### config.mk
export PLATFORM = sky130hd
export DESIGN_NAME = frame_stream_ctrl_flat
export DESIGN_NICKNAME = d
export VERILOG_FILES = /design/src/rtl/frame_stream_ctrl_pkg.sv /design/src/rtl/frame_stream_ctrl_if.sv /design/src/rtl/frame_stream_ctrl_skid.sv /design/src/rtl/frame_stream_ctrl.sv /design/src/flat_wrapper.sv
export SDC_FILE = /design/constraint.sdc
export NUM_CORES = 1
export LEC_CHECK = 0
export CAP_MARGIN = 20
export CELL_PAD_IN_SITES_DETAIL_PLACEMENT = 0
export CELL_PAD_IN_SITES_GLOBAL_PLACEMENT = 1
export CORE_MARGIN = 2
export CORE_UTILIZATION = 28
export CTS_CLUSTER_DIAMETER = 60
export DETAILED_ROUTE_END_ITERATION = 10
export PLACE_DENSITY = 0.74
export REMOVE_ABC_BUFFERS = 1
export SETUP_SLACK_MARGIN = 0.1
export SLEW_MARGIN = 20
export SYNTH_ARGS = -nofsm -noshare
export SYNTH_HDL_FRONTEND = slang
export SYNTH_SLANG_ARGS = --single-unit
### constraint.sdc
create_clock -name clk -period 6.8 [get_ports clk]
set_clock_uncertainty 0.15 [all_clocks]
set_input_delay 1.02 -clock clk [delete_from_list [all_inputs] [get_ports clk]]
set_output_delay 1.02 -clock clk [all_outputs]
set_load 0.02 [all_outputs]
### src/rtl/frame_stream_ctrl_pkg.sv
// Shared types and constants for the Frotaegis frame-to-stream sequencer.
package frotaegis_pkg;

  localparam int unsigned AXIS_W     = 32;
  localparam logic [3:0]  AXIS_TKEEP = 4'hF;

  typedef enum logic [1:0] {
    IDLE   = 2'd0,
    STREAM = 2'd1,
    FLUSH  = 2'd2
  } fsm_state_e;

  // A new read may issue when buffered + in-flight entries, less this cycle's
  // pop, leave room in the 2-entry skid buffer.
  function automatic logic read_credit(input logic [1:0] count,
                                       input logic       inflight,
                                       input logic       pop);
    return ({1'b0, count} + {2'b00, inflight}) < (3'd2 + {2'b00, pop});
  endfunction

endpackage

### src/rtl/frame_stream_ctrl_if.sv
// AXI-Stream S2MM link carrying frame samples to the PS DMA.
interface frame_stream_ctrl_if;

  logic [frotaegis_pkg::AXIS_W-1:0] tdata;
  logic [3:0]                       tkeep;
  logic                             tlast;
  logic                             tvalid;
  logic                             tready;

  modport master (output tdata, tkeep, tlast, tvalid, input tready);
  modport slave  (input tdata, tkeep, tlast, tvalid, output tready);

endinterface

### src/rtl/frame_stream_ctrl_skid.sv
// Two-entry FIFO holding {last, sample} between the frame buffer read return
// and the stream handshake.
module axis_skid_buf #(
  parameter int unsigned W = 13
) (
  input  logic         clk,
  input  logic         rstn,
  input  logic         push_i,
  input  logic [W-1:0] push_data_i,
  input  logic         pop_i,
  output logic [W-1:0] head_o,
  output logic [1:0]   count_o
);

  logic [W-1:0] mem_q [2];
  logic         rd_ptr_q, rd_ptr_d;
  logic         wr_ptr_q, wr_ptr_d;
  logic [1:0]   count_q, count_d;
  logic         do_pop;

  assign do_pop = pop_i && (count_q != 2'd0);

  always_comb begin
    rd_ptr_d = rd_ptr_q;
    wr_ptr_d = wr_ptr_q;
    count_d  = count_q;
    if (push_i) wr_ptr_d = ~wr_ptr_q;
    if (do_pop) rd_ptr_d = ~rd_ptr_q;
    if (push_i && !do_pop) count_d = count_q + 2'd1;
    else if (!push_i && do_pop) count_d = count_q - 2'd1;
  end

  always_ff @(posedge clk or negedge rstn) begin
    if (!rstn) begin
      mem_q[0] <= '0;
      mem_q[1] <= '0;
      rd_ptr_q <= 1'b0;
      wr_ptr_q <= 1'b0;
      count_q  <= '0;
    end else begin
      if (push_i) mem_q[wr_ptr_q] <= push_data_i;
      rd_ptr_q <= rd_ptr_d;
      wr_ptr_q <= wr_ptr_d;
      count_q  <= count_d;
    end
  end

  assign head_o  = mem_q[rd_ptr_q];
  assign count_o = count_q;

  a_no_overflow: assert property (@(posedge clk) disable iff (!rstn)
    push_i |-> (count_q != 2'd2) || do_pop);

endmodule

### src/rtl/frame_stream_ctrl.sv
// Streams LENGTH-sample frames from the frame buffer onto AXI-Stream S2MM,
// single-shot or gapless continuous, with credit-based read issue.
module frame_stream_ctrl
  import frotaegis_pkg::*;
#(
  parameter int unsigned DATA_SIZE   = 12,
  parameter int unsigned LENGTH      = 32768,
  parameter int unsigned LENGTH_SIZE = 15
) (
  input  logic                   clk,
  input  logic                   rstn,
  input  logic                   Start,
  input  logic                   Stop,
  input  logic                   Cont,
  output logic                   Busy,
  output logic                   Done,
  output logic [15:0]            FrameCnt,
  output logic                   RdEn,
  output logic [LENGTH_SIZE-1:0] RdAdd,
  input  logic [DATA_SIZE-1:0]   RdData,
  frame_stream_ctrl_if.master    M_AXIS
);

  localparam logic [LENGTH_SIZE-1:0] LAST_IDX = LENGTH_SIZE'(LENGTH - 1);

  fsm_state_e             state_q, state_d;
  logic [LENGTH_SIZE-1:0] idx_q, idx_d;
  logic                   cont_q, cont_d;
  logic                   stop_q, stop_d;
  logic                   inflight_q, inflight_last_q;
  logic                   done_q;
  logic [15:0]            frame_cnt_q, frame_cnt_d;

  logic                   rd_en;
  logic [1:0]             buf_count;
  logic [DATA_SIZE:0]     head;
  logic [DATA_SIZE-1:0]   head_data;
  logic                   head_last;
  logic                   pop;
  logic                   last_pop;

  assign {head_last, head_data} = head;
  assign pop      = (buf_count != 2'd0) && M_AXIS.tready;
  assign last_pop = pop && head_last;

  always_comb begin
    state_d     = state_q;
    idx_d       = idx_q;
    cont_d      = cont_q;
    stop_d      = stop_q;
    rd_en       = 1'b0;
    frame_cnt_d = last_pop ? frame_cnt_q + 16'd1 : frame_cnt_q;
    case (state_q)
      IDLE: begin
        if (Start) begin
          cont_d  = Cont;
          stop_d  = 1'b0;
          idx_d   = '0;
          state_d = STREAM;
        end
      end
      STREAM: begin
        if (Stop) stop_d = 1'b1;
        if (read_credit(buf_count, inflight_q, pop)) begin
          rd_en = 1'b1;
          // Wrap decision uses the registered stop so a Stop landing on the
          // final read still lets the already-committed next frame run.
          if (idx_q == LAST_IDX) begin
            if (cont_q && !stop_q) idx_d = '0;
            else                   state_d = FLUSH;
          end else begin
            idx_d = idx_q + 1'b1;
          end
        end
      end
      FLUSH: begin
        if (Stop) stop_d = 1'b1;
        if (last_pop && (buf_count == 2'd1) && !inflight_q) state_d = IDLE;
      end
      default: state_d = IDLE;
    endcase
  end

  always_ff @(posedge clk or negedge rstn) begin
    if (!rstn) begin
      state_q         <= IDLE;
      idx_q           <= '0;
      cont_q          <= 1'b0;
      stop_q          <= 1'b0;
      inflight_q      <= 1'b0;
      inflight_last_q <= 1'b0;
      done_q          <= 1'b0;
      frame_cnt_q     <= '0;
    end else begin
      state_q         <= state_d;
      idx_q           <= idx_d;
      cont_q          <= cont_d;
      stop_q          <= stop_d;
      inflight_q      <= rd_en;
      inflight_last_q <= rd_en && (idx_q == LAST_IDX);
      done_q          <= last_pop;
      frame_cnt_q     <= frame_cnt_d;
    end
  end

  axis_skid_buf #(
    .W (DATA_SIZE + 1)
  ) u_skid (
    .clk         (clk),
    .rstn        (rstn),
    .push_i      (inflight_q),
    .push_data_i ({inflight_last_q, RdData}),
    .pop_i       (pop),
    .head_o      (head),
    .count_o     (buf_count)
  );

  assign Busy          = (state_q != IDLE);
  assign Done          = done_q;
  assign FrameCnt      = frame_cnt_q;
  assign RdEn          = rd_en;
  assign RdAdd         = idx_q;
  assign M_AXIS.tvalid = (buf_count != 2'd0);
  assign M_AXIS.tdata  = {{(AXIS_W - DATA_SIZE){1'b0}}, head_data};
  assign M_AXIS.tlast  = head_last;
  assign M_AXIS.tkeep  = AXIS_TKEEP;

  a_axis_hold: assert property (@(posedge clk) disable iff (!rstn)
    M_AXIS.tvalid && !M_AXIS.tready |=>
      M_AXIS.tvalid && $stable(M_AXIS.tdata) && $stable(M_AXIS.tlast));

endmodule

### src/flat_wrapper.sv
// flat-port wrapper written by rule: the top's interface ports become plain ports
module frame_stream_ctrl_flat import frotaegis_pkg::*;
#(
  parameter int unsigned DATA_SIZE   = 12,
  parameter int unsigned LENGTH      = 32768,
  parameter int unsigned LENGTH_SIZE = 15
)
  (clk, rstn, Start, Stop, Cont, Busy, Done, FrameCnt, RdEn, RdAdd, RdData, M_AXIS_tdata, M_AXIS_tkeep, M_AXIS_tlast, M_AXIS_tvalid, M_AXIS_tready);
  frame_stream_ctrl_if M_AXIS_i ();
  input  logic clk;
  input  logic rstn;
  input  logic Start;
  input  logic Stop;
  input  logic Cont;
  output logic Busy;
  output logic Done;
  output logic [15:0] FrameCnt;
  output logic RdEn;
  output logic [LENGTH_SIZE-1:0] RdAdd;
  input  logic [DATA_SIZE-1:0] RdData;
  output wire logic [$bits(M_AXIS_i.tdata)-1:0] M_AXIS_tdata;
  output wire logic [$bits(M_AXIS_i.tkeep)-1:0] M_AXIS_tkeep;
  output wire logic [$bits(M_AXIS_i.tlast)-1:0] M_AXIS_tlast;
  output wire logic [$bits(M_AXIS_i.tvalid)-1:0] M_AXIS_tvalid;
  input wire logic [$bits(M_AXIS_i.tready)-1:0] M_AXIS_tready;
  assign M_AXIS_tdata = M_AXIS_i.tdata;
  assign M_AXIS_tkeep = M_AXIS_i.tkeep;
  assign M_AXIS_tlast = M_AXIS_i.tlast;
  assign M_AXIS_tvalid = M_AXIS_i.tvalid;
  assign M_AXIS_i.tready = M_AXIS_tready;
  frame_stream_ctrl #(.DATA_SIZE(DATA_SIZE), .LENGTH(LENGTH), .LENGTH_SIZE(LENGTH_SIZE)) u_core (.clk(clk), .rstn(rstn), .Start(Start), .Stop(Stop), .Cont(Cont), .Busy(Busy), .Done(Done), .FrameCnt(FrameCnt), .RdEn(RdEn), .RdAdd(RdAdd), .RdData(RdData), .M_AXIS(M_AXIS_i));
endmodule
==> results_dict.tcl <==
set metrics [dict create \
    status "finished, final reports clean" \
    synth_top_cells_by_count "dfrtp_1, mux2_2, buf_4" \
    antenna_cells 0 \
    tns_ns 0 \
    crit_chain "clkdlybuf4s50_1, nor4b_4, or2_2, and2_1, clkdlybuf4s50_1" \
    fp-row-count 40 \
    syn-cell-area_um2 3520 \
    yosysTopAreaCell "dfrtp_1" \
    core_area_um2 12100 \
    fillers 1230 \
    reg2reg_from "u_core.state_q[1]" \
    path_clk_slew_ns 0.06 \
    crit_required_ns 5.63 \
    min_path_cells 1 \
    start_kind "primary input" \
    vias_per_cell 4.58 \
    post_cts_buffers 0 \
    powerDensity_nw_per_um2 410 \
    dieArea_um2 13500 \
    overflow 0 \
    place.gp.congestion 0.786 \
    cts-root-buf "clkbuf_16" \
    wirelength_um 7910 \
    hold_end "u_core.FrameCnt[15]" \
    clkLatencyLatePin_ns 0.33 \
    worstPathArrival_ns 2.76 \
    chipHeight_um 116 \
    end_kind "primary output" \
    nNetsFinal 413 \
    post_drt_wl_per_cell_um 14.2 \
    ir_drop_mv 0.212 \
    die_x_um 116 \
    multi_input_area_um2 1640 \
    ff2ff_path_depth 7 \
    synthTopCellsByArea "dfrtp_1, mux2_2, buf_4" \
    start_util_pct 29.0 \
    drive_gt1_share_pct 18.0 \
    io_buffers 65 \
    r2r_end "u_core.RdAdd[3]" \
    synth_ff_type "dfrtp_1" \
    yosysMostFrequentCell "dfrtp_1" \
    hp-class "reg2reg" \
    synth_area_per_cell_um2 11.2 \
    syn_inst 314 \
    cellLeakagePower_nw 1.97 \
    min_from "u_core.FrameCnt[15]" \
    utilization_pct 37.8 \
    htree_levels 3 \
    grt_pass1_vias 2560 \
    area_growth_pct 30.2 \
    cts_resized 0 \
    place_inst 541 \
    max_slew_margin_pct 39.6 \
    synth-seq-cells 68 \
    synth_warnings 0 \
    timing.fmax_mhz 254 \
    period_share_pct 57.8 \
    path_max_fanout 3 \
    switchingPower_mw 0.659 \
    grt_max_degree 69 \
    swShare_pct 35.1 \
    cpLargestDelayFamily "buffers and inverters" \
    hpwl_um 5320 \
    netlist.area_leader.share_pct 48.4 \
    yosysSeqAreaShare_pct 48.4 \
    cts_inserted_buffers 9 \
    remaining_drc_errors 0 \
    slowest_stage "clkdlybuf4s50_1" \
    critPathBufInv 2 \
    worstMarginPinSlew_ns 0.906 \
    ys_types 45 \
    cts_tree "yes" \
    antenna_left 0 \
    ff_latch_area_um2 1700 \
    grtUsageTotal_pct 12.5 \
    p_comb_share_pct 41.1 \
    setup_violations 0 \
    synth_edf_count 0 \
    firstDrtPassIters 4 \
    maxCapViolCount 0 \
    synthArstFlopShare_pct 100 \
    finalWorstPathRequiredPeriod_ns 3.93 \
    hold_viol_final 0 \
    critical_path_class "in2out" \
    vias 2550 \
    drt_iter0_drc 120 \
    ios 90 \
    instances_no_fill 557 \
    antenna_found_initial 0 \
    grt_pass1_wl_um 13000 \
    clkPwrFrac_pct 26.6 \
    seq_power_share_pct 32.3 \
    slew_viol_final 0 \
    rsz0062_at_grt "false" \
    clock_path_buffers 2 \
    internal_power_mw 1.22 \
    cts_hold_buffers 0 \
    cts.sinks 68 \
    cpMostUsedCell "clkdlybuf4s50_1" \
    regToRegSetupSlack_ns 4.15 \
    crit_path_max_incr_delay_ns 0.62 \
]
[sequential cells by signal, indices dropped and copies added (netlist names)]
| signal | count |
|---|---|
| u_core.u_skid.mem_q | 26 |
| u_core.u_skid.wr_ptr_q | 1 |
| u_core.u_skid.count_o | 2 |
| u_core.inflight_last_q | 1 |
| u_core.u_skid.rd_ptr_q | 1 |
| u_core.inflight_q | 1 |
| u_core.RdAdd | 15 |
| u_core.cont_q | 1 |
| u_core.Done | 1 |
| u_core.FrameCnt | 16 |
| u_core.state_q | 2 |
| u_core.stop_q | 1 |
[per-layer routing]
| layer | vias up | GRT usage (%) | wire length [um] |
|---|---|---|---|
| li1 | 1192 | - | - |
| met1 | 1274 | 15.4 | 3570 |
| met2 | 76 | 20.7 | 3810 |
| met3 | 8 | 3.92 | 423 |
| met4 | 0 | 4.13 | 110 |
| met5 | - | 0 | 0 |
[final cells by class]
type,count,area share [%]
Clock buffer,10,5.00
Clock inverter,6,1.94
Inverter,12,0.984
Multi-Input combinational cell,226,35.9
Sequential cell,68,37.2
Tap cell,168,4.59
Timing Repair Buffer,67,14.4
[layout by cell type (no fill, tap or decap), drive strengths merged, types with 3 or more instances in the layout]
cell,netlist,layout
nor2b,3,3
buf,26,3
inv,12,12
or2,3,3
xnor2,13,13
nor2,12,12
nand3,15,15
ha,11,11
nand4,7,7
a21o,4,4
nor3,5,5
clkbuf,4,10
o21ai,14,14
a21oi,7,7
and2,4,4
clkdlybuf4s50,0,64
xor2,6,6
and3,5,5
conb,2,24
dfrtp,68,68
o21a,3,3
or3,6,6
mux2,43,43
nand2,22,22
[worst register-to-register path, delay by kind of cell (launching register included)]
| family | cells | cell delay (ns) |
|---|---|---|
| AOI/OAI and AO/OA | 4 | 1.20 |
| DFF | 1 | 0.40 |
| buffers and inverters | 2 | 0.30 |
| adders and majority gates | 1 | 0.52 |
[cells by family (layout without fill, tap and decap cells)]
kind of cell               Yosys count  count (layout)  share of synthesized area (%)
AOI/OAI and AO/OA                   38              38                           7.22
xor gates and xnor gates            19              19                           4.73
adders and majority gates           11              11                           3.91
buffers and inverters               42              95                           7.26
DFF                                 68              68                           48.4
muxes                               44              44                           14.1
other                                2              24                          0.214
and+or+nand+nor                     90              90                           14.2
[how the worst max path moves through the flow]
stage,startpoint,endpoint,cells after the start
floorplan,M_AXIS_tready,RdEn,3
global placement,M_AXIS_tready,RdEn,5
detailed placement,M_AXIS_tready,RdEn,5
CTS,M_AXIS_tready,RdEn,5
global route,M_AXIS_tready,RdEn,5
finish,M_AXIS_tready,RdEn,5
[through the flow]
stage	total power, mW	instance area [um2]	setup slack (ns)	hold slack [ns]
2_1_floorplan	1.10	3390	3.95	0.313
3_3_place_gp	1.37	4260	2.88	0.319
3_5_place_dp	1.39	4260	2.85	0.328
4_1_cts	1.91	4580	2.85	0.335
5_1_grt	2.00	4580	2.79	0.355
6_report	1.88	4580	2.87	0.332
[power groups by stage]
stage                     Sequential (mW)  Combinational [mW]  Clock, mW
after floorplan                     0.602               0.497          0
after global placement              0.607               0.764          0
after detailed placement            0.616               0.778          0
after CTS                           0.608               0.782      0.517
after global routing                0.627               0.839      0.535
final                               0.607               0.771      0.500
Power figures use the tool's default switching activity.
